==> config.mk <==
export PLATFORM = sky130hd
export DESIGN_NAME = instr_fetch_unit_flat
export DESIGN_NICKNAME = d
export VERILOG_FILES = /design/src/rtl/rv32i_pkg.sv /design/src/rtl/instr_fetch_unit_if.sv /design/src/rtl/instr_fetch_unit.sv /design/src/flat_wrapper.sv
export SDC_FILE = /design/constraint.sdc
export NUM_CORES = 1
export LEC_CHECK = 0
export CORE_UTILIZATION = 45
export CTS_CLUSTER_SIZE = 8
export DETAILED_ROUTE_END_ITERATION = 10
export PLACE_DENSITY = 0.82
export SYNTH_ARGS = -nofsm -noshare
export SYNTH_HDL_FRONTEND = slang
export SYNTH_SLANG_ARGS = --single-unit
==> constraint.sdc <==
create_clock -name clk_i -period 5.7 [get_ports clk_i]
set_input_delay 1.71 -clock clk_i [delete_from_list [all_inputs] [get_ports clk_i]]
set_output_delay 1.71 -clock clk_i [all_outputs]
set_load 0.03 [all_outputs]
==> src/rtl/rv32i_pkg.sv <==
// Shared RV32I definitions used by the fetch stage and its bench.
package rv32i_pkg;
   localparam int          RV32I_XLEN = 32;
   localparam logic [31:0] RV32I_NOP  = 32'h0000_0013;

   typedef enum logic [1:0] {
      FETCH = 2'd0,
      MISS  = 2'd1,
      TRAP  = 2'd2
   } if_state_t;
endpackage

==> src/rtl/instr_fetch_unit_if.sv <==
// Fetch-stage bus: instruction memory port, EX redirect, decode stall, IF/ID outputs.
// master = fetch unit, slave = memory/pipeline environment.
interface instr_fetch_unit_if;
   import rv32i_pkg::*;

   logic [RV32I_XLEN-1:0] imem_addr_o;
   logic [RV32I_XLEN-1:0] imem_instr_i;
   logic                  imem_hit_i;
   logic                  stall_i;
   logic                  redirect_i;
   logic [RV32I_XLEN-1:0] redirect_pc_i;
   logic                  if_valid_o;
   logic [RV32I_XLEN-1:0] if_pc_o;
   logic [RV32I_XLEN-1:0] if_instr_o;
   logic                  misalign_o;
   if_state_t             fetch_state;

   modport master (
      output imem_addr_o, if_valid_o, if_pc_o, if_instr_o, misalign_o, fetch_state,
      input  imem_instr_i, imem_hit_i, stall_i, redirect_i, redirect_pc_i
   );

   modport slave (
      input  imem_addr_o, if_valid_o, if_pc_o, if_instr_o, misalign_o, fetch_state,
      output imem_instr_i, imem_hit_i, stall_i, redirect_i, redirect_pc_i
   );
endinterface

==> src/rtl/instr_fetch_unit.sv <==
// RV32I fetch stage: 1-cycle fetch latency, 1 instr/cycle; stall holds IF/ID and PC,
// redirect flushes (even under stall), misaligned redirect traps until reset.
module instr_fetch_unit
   import rv32i_pkg::*;
#(
   parameter logic [31:0] RESET_PC = 32'h0000_0000
) (
   input  logic                clk_i,
   input  logic                rst_i,
   instr_fetch_unit_if.master  bus
);

   if_state_t             state_q, state_d;
   logic [RV32I_XLEN-1:0] pc_q, pc_d;
   logic                  if_valid_q;
   logic [RV32I_XLEN-1:0] if_pc_q;
   logic [RV32I_XLEN-1:0] if_instr_q;
   logic                  misalign_q;
   logic                  capture;
   logic                  flush;
   logic                  set_trap;

   // Priority: TRAP > redirect > stall > hit/miss; reset is handled in the registers.
   always_comb begin
      state_d  = state_q;
      pc_d     = pc_q;
      capture  = 1'b0;
      flush    = 1'b0;
      set_trap = 1'b0;
      if (state_q == TRAP) begin
         state_d = TRAP;
      end else if (bus.redirect_i) begin
         pc_d  = bus.redirect_pc_i;
         flush = 1'b1;
         if (bus.redirect_pc_i[1:0] != 2'b00) begin
            set_trap = 1'b1;
            state_d  = TRAP;
         end else begin
            state_d = FETCH;
         end
      end else if (bus.stall_i) begin
         state_d = state_q;
      end else if (bus.imem_hit_i) begin
         capture = 1'b1;
         pc_d    = pc_q + 32'd4;
         state_d = FETCH;
      end else begin
         flush   = 1'b1;
         state_d = MISS;
      end
   end

   always_ff @(posedge clk_i) begin
      if (rst_i) begin
         pc_q <= RESET_PC;
      end else begin
         pc_q <= pc_d;
      end
   end

   always_ff @(posedge clk_i) begin
      if (rst_i) begin
         if_valid_q <= 1'b0;
         if_pc_q    <= '0;
         if_instr_q <= RV32I_NOP;
      end else if (capture) begin
         if_valid_q <= 1'b1;
         if_pc_q    <= pc_q;
         if_instr_q <= bus.imem_instr_i;
      end else if (flush) begin
         if_valid_q <= 1'b0;
         if_instr_q <= RV32I_NOP;
      end
   end

   always_ff @(posedge clk_i) begin
      if (rst_i) begin
         state_q    <= FETCH;
         misalign_q <= 1'b0;
      end else begin
         state_q <= state_d;
         if (set_trap) begin
            misalign_q <= 1'b1;
         end
      end
   end

   assign bus.imem_addr_o = pc_q;
   assign bus.if_valid_o  = if_valid_q;
   assign bus.if_pc_o     = if_pc_q;
   assign bus.if_instr_o  = if_instr_q;
   assign bus.misalign_o  = misalign_q;
   assign bus.fetch_state = state_q;

endmodule

==> src/flat_wrapper.sv <==
// flat-port wrapper written by rule: the top's interface ports become plain ports
module instr_fetch_unit_flat import rv32i_pkg::*;
#(
   parameter logic [31:0] RESET_PC = 32'h0000_0000
)
  (clk_i, rst_i, bus_imem_addr_o, bus_if_valid_o, bus_if_pc_o, bus_if_instr_o, bus_misalign_o, bus_fetch_state, bus_imem_instr_i, bus_imem_hit_i, bus_stall_i, bus_redirect_i, bus_redirect_pc_i);
  instr_fetch_unit_if bus_i ();
  input  logic clk_i;
  input  logic rst_i;
  output wire logic [$bits(bus_i.imem_addr_o)-1:0] bus_imem_addr_o;
  output wire logic [$bits(bus_i.if_valid_o)-1:0] bus_if_valid_o;
  output wire logic [$bits(bus_i.if_pc_o)-1:0] bus_if_pc_o;
  output wire logic [$bits(bus_i.if_instr_o)-1:0] bus_if_instr_o;
  output wire logic [$bits(bus_i.misalign_o)-1:0] bus_misalign_o;
  output wire logic [$bits(bus_i.fetch_state)-1:0] bus_fetch_state;
  input wire logic [$bits(bus_i.imem_instr_i)-1:0] bus_imem_instr_i;
  input wire logic [$bits(bus_i.imem_hit_i)-1:0] bus_imem_hit_i;
  input wire logic [$bits(bus_i.stall_i)-1:0] bus_stall_i;
  input wire logic [$bits(bus_i.redirect_i)-1:0] bus_redirect_i;
  input wire logic [$bits(bus_i.redirect_pc_i)-1:0] bus_redirect_pc_i;
  assign bus_imem_addr_o = bus_i.imem_addr_o;
  assign bus_if_valid_o = bus_i.if_valid_o;
  assign bus_if_pc_o = bus_i.if_pc_o;
  assign bus_if_instr_o = bus_i.if_instr_o;
  assign bus_misalign_o = bus_i.misalign_o;
  assign bus_fetch_state = bus_i.fetch_state;
  assign bus_i.imem_instr_i = bus_imem_instr_i;
  assign bus_i.imem_hit_i = bus_imem_hit_i;
  assign bus_i.stall_i = bus_stall_i;
  assign bus_i.redirect_i = bus_redirect_i;
  assign bus_i.redirect_pc_i = bus_redirect_pc_i;
  instr_fetch_unit #(.RESET_PC(RESET_PC)) u_core (.clk_i(clk_i), .rst_i(rst_i), .bus(bus_i));
endmodule
Word-level counts from Yosys, hierarchy flattened
Index checks and enable logic that the tools add are counted.
{"block": "classes", "addsub": 1, "mul": 0, "div": 0, "n_lt_le_gt_ge": 0, "eq_ne": 3, "n_shift": 0, "muxes": 23, "bitwise": 1, "reduce_logical": 5}
{"op": "$mux W32", "count": 5}
{"op": "$add A32 B3 Y32 const B", "count": 1}
{"op": "$mux W1", "count": 14}
{"op": "$mux W2", "count": 4}
{"op": "$reduce_bool A2 Y1", "count": 3}
{"op": "$ne A3 B1 Y1 const B", "count": 1}
{"op": "$reduce_and A3 Y1", "count": 1}
{"op": "$eq A2 B2 Y1 const B", "count": 1}
{"op": "$ne A2 B1 Y1 const B", "count": 1}
{"op": "$reduce_or A2 Y1", "count": 1}
{"op": "$not A1 Y1", "count": 1}
{"block": "totals", "register_bits": 100, "latchBits": 0, "ramBits": 0, "romBits": 0, "inputBits": 69, "out_inout_bits": 100, "mem_count": 0}

Depth between registers and ports, before layout
Gate-level depths: netlist (run 1).
{"block": "logic_depth", "depth_word": 6, "mapped_depth": 7, "mapped_depth_nobuf": 6}

Least setup slack after synthesis (run 1)
OpenSTA, ideal clock, no wires.
{"block": "synth_timing", "path_type": "input-to-reg", "from": "in bus_stall_i", "to": "reg u_core.pc_q[19] (netlist: u_core.bus.imem_addr_o[19])", "setup_time_ps": 74, "arrival_time_ps": 2978, "slack_ps": 2648, "path_stages": 6, "n_path_buf": 1, "cell_sequence": "and2b_1 and2_1 buf_4 nand2_2 or4_1 a31oi_1"}
{"block": "synth_via", "elab_chain_cells": 2}
{"item": "start, declared", "line": "flat_wrapper.sv:18", "rtl": "input wire logic [$bits(bus_i.stall_i)-1:0] bus_stall_i;"}
{"item": "$ne A2 B1 Y1 (no source line)"}
{"item": "$reduce_and A3 Y1 (no source line)"}
{"item": "end signal, assigned", "line": "instr_fetch_unit.sv:57", "rtl": "pc_q <= pc_d;"}
{"item": "end, declared", "line": "instr_fetch_unit.sv:14", "rtl": "logic [RV32I_XLEN-1:0] pc_q, pc_d;"}
No other way between the ends.
A chain may end at the register's enable or synchronous reset.

Worst setup path in the final report (run 1)
Same ends and word-level chain as after synthesis.

==> impl_metrics.py, run 1 <==
metrics = {
    "timing": {
        "setup_tns_ns": 0,
        "rsz0062_at_grt": "false",
        "finalCritPeriodShare_pct": 68.88,
        "fin_skew_ns": 0.01311,
        "postLayoutSetupSlackWorst_ns": 1.774,
        "hold_violations": 0,
        "fin_crit_ns": 3.926,
        "tightestPinTransition_ns": 1.215,
        "setup_viol": 0,
        "report.final.slew_viol_count": 0,
        "clock.fmax_ghz": 0.2547,
        "max_slew_margin_pct": 18.97,
    },
    "yosys": {
        "netlist_instances": 530,
        "ys.flop_type": "dfxtp_1",
        "synth_cell_types": 48,
        "synth_edf_count": 0,
        "ys_ff_latch": 100,
        "synth_warnings": 0,
        "syn_area_per_cell_sq_um": 8.060,
        "synth_area_sq_um": 4272,
        "ys_seq_area_share_pct": 46.87,
        "synth_fp_nets": 600,
        "synth-async-reset-ratio_pct": 0,
    },
    "grt": {
        "first_global_vias": 4347,
        "grt_pass1_wl_microns": 21390,
        "antenna_found_initial": 0,
        "overflow": 0,
        "grt_use_total_pct": 27.26,
        "grt_max_degree": 60,
    },
    "final_layout": {
        "n_fill_cell": 784,
        "syn_to_final_growth_pct": 44.46,
        "n_antenna_cell": 0,
        "layout.nets": 745,
        "final_common_cell": "clkdlybuf4s50_1",
        "final_util_pct": 67.10,
        "drive_gt1_share_pct": 4.412,
        "most-common-layout-cells": "166 x clkdlybuf4s50_1, 100 x dfxtp_1, 93 x nand2_1, 59 x a21oi_1, 53 x nor2_1",
        "layout.cells.non_filler": 791,
    },
    "routing": {
        "drc": 0,
        "wirelength_microns": 13420,
        "ant_nets": 0,
        "num_vias": 4618,
        "wl_per_cell_microns": 16.97,
        "drtIter0Drc": 295,
        "viasPerCell": 5.838,
        "drt_first_pass_iters": 5,
    },
    "die": {
        "die_x_microns": 99.43,
        "placementRows": 35,
        "core_area_sq_um": 9196,
        "io_pins": 169,
        "dieArea_sq_um": 9886,
        "die_h_microns": 99.43,
        "floorplan.initialDensity_pct": 46.45,
    },
    "worst_setup_path": {
        "cpPeakStageDelay_ns": 0.68,
        "slowest_stage": "or4_1",
        "crit_path_cell_trace": "clkdlybuf4s50_1, and2b_1, and2_1, nand2_2, or4_1, a31oi_1",
        "critical_path_class": "input port to flop",
        "critPathRequiredTime_ns": 6.00,
        "endpoint_kind": "flop",
        "critPathArrivalTime_ns": 4.22,
        "cp_max_fo": 37,
        "start_kind": "input port",
        "critical_path_buf_inv_count": 1,
        "cpLargestDelayFamily": "simple AND/OR/NAND/NOR gates",
    },
    "clock_network": {
        "hold_buffers": 0,
        "cts.sinks": 100,
        "clk_pin_slew_ns": 0.10,
        "cts_tree": "done",
        "cts_setup_buffers": 0,
        "clk_path_buf_depth": 2,
        "cts-root-buf": "clkbuf_8",
        "htreeDepth": 3,
        "clk_latency_ns": 0.37,
        "numCtsBuffers": 9,
        "post_cts_resized": 0,
    },
    "pwr": {
        "max-vdd-ir-drop_mv": 0.1286,
        "p_leak_uw": 0.002124,
        "pwr_density_cell_nw_per_um2": 242.0,
    },
    "hold_path": {
        "hp-class": "flop to flop",
    },
    "job": {
        "drv_cap": 0,
    },
    "placed_design": {
        "dp.cells": 775,
        "pre_cts_slack_ns": 1.370,
        "routabilityCongestion": 0.8442,
        "dpl.hpwl_microns": 9409,
        "io_buffers": 168,
    },
    "outcome": {
        "outcome": "finished, final reports clean",
    },
}
## report_power, final
| group | switching (uW) | total [uW] | internal [uW] |
|---|---|---|---|
| Clock | 253 | 470 | 217 |
| Combinational | 146 | 264 | 117 |
| Sequential | 35.7 | 760 | 724 |
## Yosys cell counts (5+ instances only)
| library cell | count | share of area, % |
|---|---|---|
| dfxtp_1 | 100 | 47 |
| nand2_1 | 93 | 8.2 |
| a21oi_1 | 59 | 6.9 |
| nor2_1 | 54 | 4.7 |
| a22oi_1 | 31 | 5.4 |
| clkbuf_1 | 31 | 2.7 |
| nand3_1 | 17 | 2.0 |
| o21ai_0 | 15 | 1.8 |
| nand4_1 | 14 | 2.1 |
| nor3_1 | 10 | 1.2 |
| mux2i_1 | 9 | 2.1 |
| nor4_1 | 8 | 1.2 |
| o22ai_1 | 8 | 1.2 |
| and3_1 | 7 | 1.0 |
| and2_1 | 6 | 0.88 |
| nand2b_1 | 6 | 0.88 |
| a211oi_1 | 5 | 0.88 |
| a31oi_1 | 5 | 0.73 |
## path summary, 6_finish.rpt
check / start / end / slack, ns / cells past startpoint
worst max-delay path: bus_stall_i / u_core.bus.imem_addr_o[19] / 1.77 / 6
worst min-delay path: u_core.bus.if_pc_o[16] / u_core.bus.if_pc_o[16] / 0.46 / 2
worst max register to register: u_core.bus.fetch_state[0] / u_core.bus.imem_addr_o[19] / 3.02 / 5
worst min register to register: u_core.bus.if_pc_o[16] / u_core.bus.if_pc_o[16] / 0.46 / 2
## flip-flops by register name (all words and copies together), names as in the netlist
name                    flops
u_core.bus.if_instr_o      32
u_core.bus.if_pc_o         32
u_core.bus.imem_addr_o     32
u_core.bus.fetch_state      2
u_core.bus.if_valid_o       1
u_core.bus.misalign_o       1
## per-stage QoR
stage	power (uW)	cell area, sq um	hold slack, ns
floorplan	907.4	4272	0.5821
global placement	1030	5969	0.4401
detailed placement	1037	5969	0.4463
CTS	1495	6171	0.4586
global route	1555	6171	0.4804
finish	1494	6171	0.4572
## per-layer routing
layer | vias to the layer above | track usage, % | part of all wire, %
met1 | 2178 | 33.19 | 41
met3 | 20 | 9.346 | 9.9
met4 | 0 | 8.824 | 1.8
li1 | 2187 | - | -
met2 | 233 | 45.25 | 47
met5 | - | 0 | 0
## worst register-to-register path, cell delays in order (launching register included)
cell	delay, ns
dfxtp_1	0.36
nand2b_1	0.47
and2_1	0.43
nand2_2	0.50
or4_1	0.69
a31oi_1	0.17
## layout make-up
type,instances,area (sq um),area share (%)
Multi-Input combinational cell,389,2120,34.35
Tap cell,111,138.9,2.251
Clock inverter,5,60.06,0.9732
Inverter,4,15.01,0.2433
Timing Repair Buffer,171,1694,27.45
Clock buffer,11,141.4,2.291
Sequential cell,100,2002,32.44
## kinds of logic after synthesis
logic type / after synthesis / synth area share (%)
flops: 100 / 46.87
simple gates: 234 / 25.83
compound gates: 145 / 21.12
mux: 9 / 2.109
fa+ha+maj: 1 / 0.2929
buf+inv: 41 / 3.778
(Power assumes the default switching activity.)
==> inputs of run 2 (changes only) <==
Settings changed: CORE_UTILIZATION 45 to 44, PLACE_DENSITY 0.82 to 0.8.
Clock period 5.7 ns to 4 ns, I/O delays scaled along.
==> run 2 against run 1 <==
Net effect: worst setup slack worse by 0.70 ns; sequential power up 42%; power up 47%; clock skew down 0.0029 ns; critical path depth unchanged; flip-flop and latch count unchanged; clock power up 55%; via count down 0.28%; utilization up 0.29 points; die area up 2.2%; combinational power up 45%; global-route usage down 0.20 points; critical path type unchanged.
==> impl_metrics.py, run 2 (synthesized netlist as in run 1, its figures left out) <==
metrics = {
    "hold_path": {
        "holdPathEnd": "u_core.bus.if_pc_o[0]",
        "worstHoldStart": "u_core.bus.if_pc_o[0]",
        "min_path_cells": 2,
        "hp-class": "flop to flop",
    },
    "worst_setup_path": {
        "endpoint_kind": "flop",
        "reg2reg_slack_ns": 1.49,
        "r2r-end": "u_core.bus.imem_addr_o[26]",
        "critPathRequiredTime_ns": 4.29,
        "start_kind": "input port",
        "cp-startpoint": "bus_stall_i",
        "regToRegStartpoint": "u_core.bus.imem_addr_o[2]",
        "critPathArrivalTime_ns": 3.22,
        "critical_path_class": "input port to flop",
        "cp_max_fo": 10,
        "ff2ff_path_depth": 6,
    },
    "clock_network": {
        "htreeDepth": 3,
        "post_cts_resized": 0,
        "hold_buffers": 0,
        "cts_tree": "done",
        "numCtsBuffers": 9,
        "cts-root-buf": "clkbuf_8",
        "clk_pin_slew_ns": 0.10,
        "cts.sinks": 100,
        "clk_path_buf_depth": 2,
        "cts_setup_buffers": 0,
        "clk_latency_ns": 0.37,
    },
    "pwr": {
        "power_uw": 2192,
        "pwr_density_cell_nw_per_um2": 348.8,
        "max-vdd-ir-drop_mv": 0.1865,
        "p_leak_uw": 0.002172,
    },
    "timing": {
        "fin_skew_ns": 0.01020,
        "clock.fmax_ghz": 0.3422,
        "finalCritPeriodShare_pct": 73.05,
        "rsz0062_at_grt": "false",
        "setup_tns_ns": 0,
        "max_slew_margin_pct": 38.83,
        "hold_violations": 0,
        "holdWs_ns": 0.4601,
        "report.final.slew_viol_count": 0,
        "fin_crit_ns": 2.922,
        "setup_viol": 0,
        "tightestPinTransition_ns": 0.9106,
    },
    "final_layout": {
        "final_common_cell": "clkdlybuf4s50_1",
        "final_area_sq_um": 6286,
        "syn_to_final_growth_pct": 47.16,
        "drive_gt1_share_pct": 5.386,
        "most-common-layout-cells": "166 x clkdlybuf4s50_1, 100 x dfxtp_1, 93 x nand2_1, 59 x a21oi_1, 53 x nor2_1",
        "final_util_pct": 67.39,
        "n_antenna_cell": 0,
        "layout.nets": 752,
    },
    "grt": {
        "first_global_vias": 4316,
        "overflow": 0,
        "grt_pass1_wl_microns": 21580,
        "grt_use_total_pct": 27.06,
        "grt_max_degree": 64,
        "antenna_found_initial": 0,
    },
    "routing": {
        "wl_per_cell_microns": 16.53,
        "drtIter0Drc": 312,
        "viasPerCell": 5.643,
        "wl_met3_microns": 1330,
        "ant_nets": 0,
        "wl_met2_microns": 6177,
        "drc": 0,
        "met1Wirelength_microns": 5660,
        "highest_layer": "met4",
        "num_vias": 4605,
        "wirelength_microns": 13490,
        "drt_first_pass_iters": 8,
    },
    "placed_design": {
        "routabilityCongestion": 0.9341,
        "dpl.hpwl_microns": 9516,
        "post_dp_cell_area_sq_um": 6060,
        "io_buffers": 168,
    },
    "die": {
        "placementRows": 35,
        "core_area_sq_um": 9328,
        "die_h_microns": 100.5,
        "die_x_microns": 100.5,
        "floorplan.initialDensity_pct": 45.79,
        "dieArea_sq_um": 10110,
        "io_pins": 169,
    },
    "outcome": {
        "outcome": "finished, final reports clean",
    },
    "job": {
        "drv_cap": 0,
    },
}
==> run 2: changes by cell type in the layout (fill, tap and decap cells not counted) <==
cell	delta
buf_4	+7
buf_12	+1
buf_2	-1
bufinv_16	+1
clkinv_2	-1
clkinv_4	+1
inv_6	-1
==> run 2: where the power goes <==
part	total (uW)	internal, uW	switching, uW
combinational	382	172	210
sequential	1080	1030	51.3
clock	728	372	356
==> run 2: worst max-delay path, stage by stage <==
cell and delay (ns):
clkdlybuf4s50_1 0.45, and2b_1 0.34, and2_1 0.38, nand2_2 0.16, or4_1 0.52, a31oi_1 0.16
==> run 2: how the worst max path moves through the flow <==
stage,to,cells after the start,slack [ns]
floorplan,u_core.bus.imem_addr_o[19],6,1.46
global placement,u_core.bus.imem_addr_o[19],6,0.79
detailed placement,u_core.bus.imem_addr_o[19],6,0.74
CTS,u_core.bus.imem_addr_o[19],6,1.11
global route,u_core.bus.imem_addr_o[19],6,1.01
finish,u_core.bus.imem_addr_o[19],6,1.08
==> run 2: layout make-up <==
| class | instances | area, sq um |
|---|---|---|
| Clock buffer | 11 | 141.4 |
| Sequential cell | 100 | 2002 |
| Clock inverter | 5 | 85.08 |
| Tap cell | 129 | 161.4 |
| Fill cell | 788 | 3042 |
| Inverter | 4 | 15.01 |
| Multi-Input combinational cell | 389 | 2120 |
| Timing Repair Buffer | 178 | 1762 |
==> run 2: metrics by stage <==
stage / setup WS, ns / cells
detailed placement: 0.7420 / 800
finish: 1.078 / 816
floorplan: 1.458 / 530
global placement: 0.7902 / 800
CTS: 1.115 / 816
global route: 1.010 / 816
==> run 2: layer usage <==
layer / track usage [%] / vias to the layer above
li1: - / 2195
met1: 34.85 / 2146
met2: 42.04 / 232
met3: 8.738 / 32
met4: 10.70 / 0
met5: 0 / -
==> inputs of run 3 (changes only) <==
Clock period 4 ns to 3.05 ns, I/O delays scaled along.
==> run 3 against run 2 <==
Net effect: worst setup slack worse by 0.57 ns; first-iteration DRC count is 32% higher; final cell count is 0.86% higher; largest cell class unchanged; largest power group unchanged; flip-flop and latch count stayed put; clock power is 32% higher; global-route usage is 0.27 points higher; power is 32% higher; register-to-register slack worse by 0.76 ns; count of clock-buffer cells in the layout stayed put; critical endpoint is now bus_imem_addr_o[27].
==> impl_metrics.py, run 3 (synthesized netlist as in run 1, its figures left out) <==
metrics = {
    "outcome": {
        "outcome": "finished, final reports clean",
    },
    "timing": {
        "clock.fmax_ghz": 0.3927,
        "tightestPinTransition_ns": 0.7527,
        "max_slew_margin_pct": 49.43,
        "hold_violations": 0,
        "rsz0062_at_grt": "false",
        "postLayoutSetupSlackWorst_ns": 0.5034,
        "report.final.slew_viol_count": 0,
        "setup_tns_ns": 0,
        "setup_viol": 0,
        "fin_skew_ns": 0.009848,
        "finalCritPeriodShare_pct": 83.49,
        "fin_crit_ns": 2.547,
    },
    "routing": {
        "drc": 0,
        "wl_met2_microns": 6265,
        "wl_met3_microns": 1346,
        "drtIter0Drc": 412,
        "wl_per_cell_microns": 16.52,
        "wirelength_microns": 13600,
        "ant_nets": 0,
        "highest_layer": "met4",
        "met1Wirelength_microns": 5690,
        "drt_first_pass_iters": 5,
        "num_vias": 4625,
        "viasPerCell": 5.620,
    },
    "placed_design": {
        "routabilityCongestion": 0.8749,
        "post_dp_cell_area_sq_um": 6112,
        "pre_cts_slack_ns": 0.2418,
        "io_buffers": 168,
        "dpl.hpwl_microns": 9620,
    },
    "die": {
        "floorplan.initialDensity_pct": 45.79,
        "placementRows": 35,
        "die_h_microns": 100.5,
        "core_area_sq_um": 9328,
        "die_x_microns": 100.5,
        "dieArea_sq_um": 10110,
        "io_pins": 169,
    },
    "clock_network": {
        "post_cts_resized": 0,
        "cts_tree": "done",
        "cts_setup_buffers": 0,
        "cts.sinks": 100,
        "clk_latency_ns": 0.37,
        "cts-root-buf": "clkbuf_8",
        "hold_buffers": 0,
        "htreeDepth": 3,
        "clk_path_buf_depth": 2,
        "clk_pin_slew_ns": 0.10,
        "numCtsBuffers": 9,
    },
    "worst_setup_path": {
        "critPathRequiredTime_ns": 2.13,
        "start_kind": "flop",
        "cpPeakStageDelay_ns": 0.75,
        "critical_path_buf_inv_count": 1,
        "critPathArrivalTime_ns": 1.63,
        "crit_path_cell_trace": "clkdlybuf4s50_1",
        "endpoint_kind": "output port",
        "slowest_stage": "clkdlybuf4s50_1",
        "critical_path_class": "flop to output port",
        "cpLargestDelayFamily": "buffers and inverters",
        "cp_max_fo": 7,
    },
    "pwr": {
        "power_uw": 2895,
        "p_leak_uw": 0.002203,
        "max-vdd-ir-drop_mv": 0.3011,
        "pwr_density_cell_nw_per_um2": 456.8,
    },
    "final_layout": {
        "final_area_sq_um": 6337,
        "most-common-layout-cells": "166 x clkdlybuf4s50_1, 100 x dfxtp_1, 93 x nand2_1, 59 x a21oi_1, 53 x nor2_1",
        "drive_gt1_share_pct": 6.340,
        "n_fill_cell": 789,
        "layout.nets": 759,
        "final_common_cell": "clkdlybuf4s50_1",
        "syn_to_final_growth_pct": 48.36,
        "n_antenna_cell": 0,
        "final_util_pct": 67.94,
    },
    "grt": {
        "grt_pass1_wl_microns": 21690,
        "grt_max_degree": 63,
        "first_global_vias": 4324,
        "grt_use_total_pct": 27.33,
        "overflow": 0,
        "antenna_found_initial": 0,
    },
    "job": {
        "drv_cap": 0,
    },
    "hold_path": {
        "hp-class": "flop to flop",
    },
}
[run 3: cell types whose count changed in the layout (fill, tap and decap cells not counted)]
cell | previous run | this run
clkinvlp_4 | 1 | 2
buf_4 | 10 | 17
inv_6 | 0 | 1
clkinv_4 | 2 | 0
[run 3: final cells by class]
class                      instances  area [sq um]  area share (%)
sequential                       100          2002           31.59
tap                              129         161.4           2.547
multi-input combinational        389          2120           33.45
inverter                           4         15.01          0.2369
clock inverter                     5         83.83           1.323
clock buffer                      11         141.4           2.231
timing repair buffer             185          1814           28.63
[run 3: report_power, final]
group          switching (uW)  leakage, uW  internal, uW  total [uW]
combinational             281      0.00128           232         513
sequential               64.5     0.000813          1350        1420
clock                     476     0.000106           488         964
total                     821      0.00220          2070        2890
[run 3: metal layers]
metal,global-route usage (%),vias to the layer above
li1,-,2211
met1,34.38,2147
met5,0,-
met3,8.460,24
met2,44.42,243
met4,9.476,0
[run 3: final timing paths]
| check | from | to | slack (ns) | cells past startpoint |
|---|---|---|---|---|
| worst max-delay path | u_core.bus.imem_addr_o[27] | bus_imem_addr_o[27] | 0.50 | 1 |
| worst min-delay path | u_core.bus.if_pc_o[4] | u_core.bus.if_pc_o[4] | 0.46 | 2 |
| worst max register to register | u_core.bus.imem_addr_o[2] | u_core.bus.imem_addr_o[26] | 0.73 | 7 |
| worst min register to register | u_core.bus.if_pc_o[4] | u_core.bus.if_pc_o[4] | 0.46 | 2 |
[run 3: per-stage QoR]
step                      cells  hold slack (ns)
after global routing        823           0.4784
after floorplan             530           0.5821
after CTS                   823           0.4609
after global placement      807           0.4404
after detailed placement    807           0.4463
final                       823           0.4587
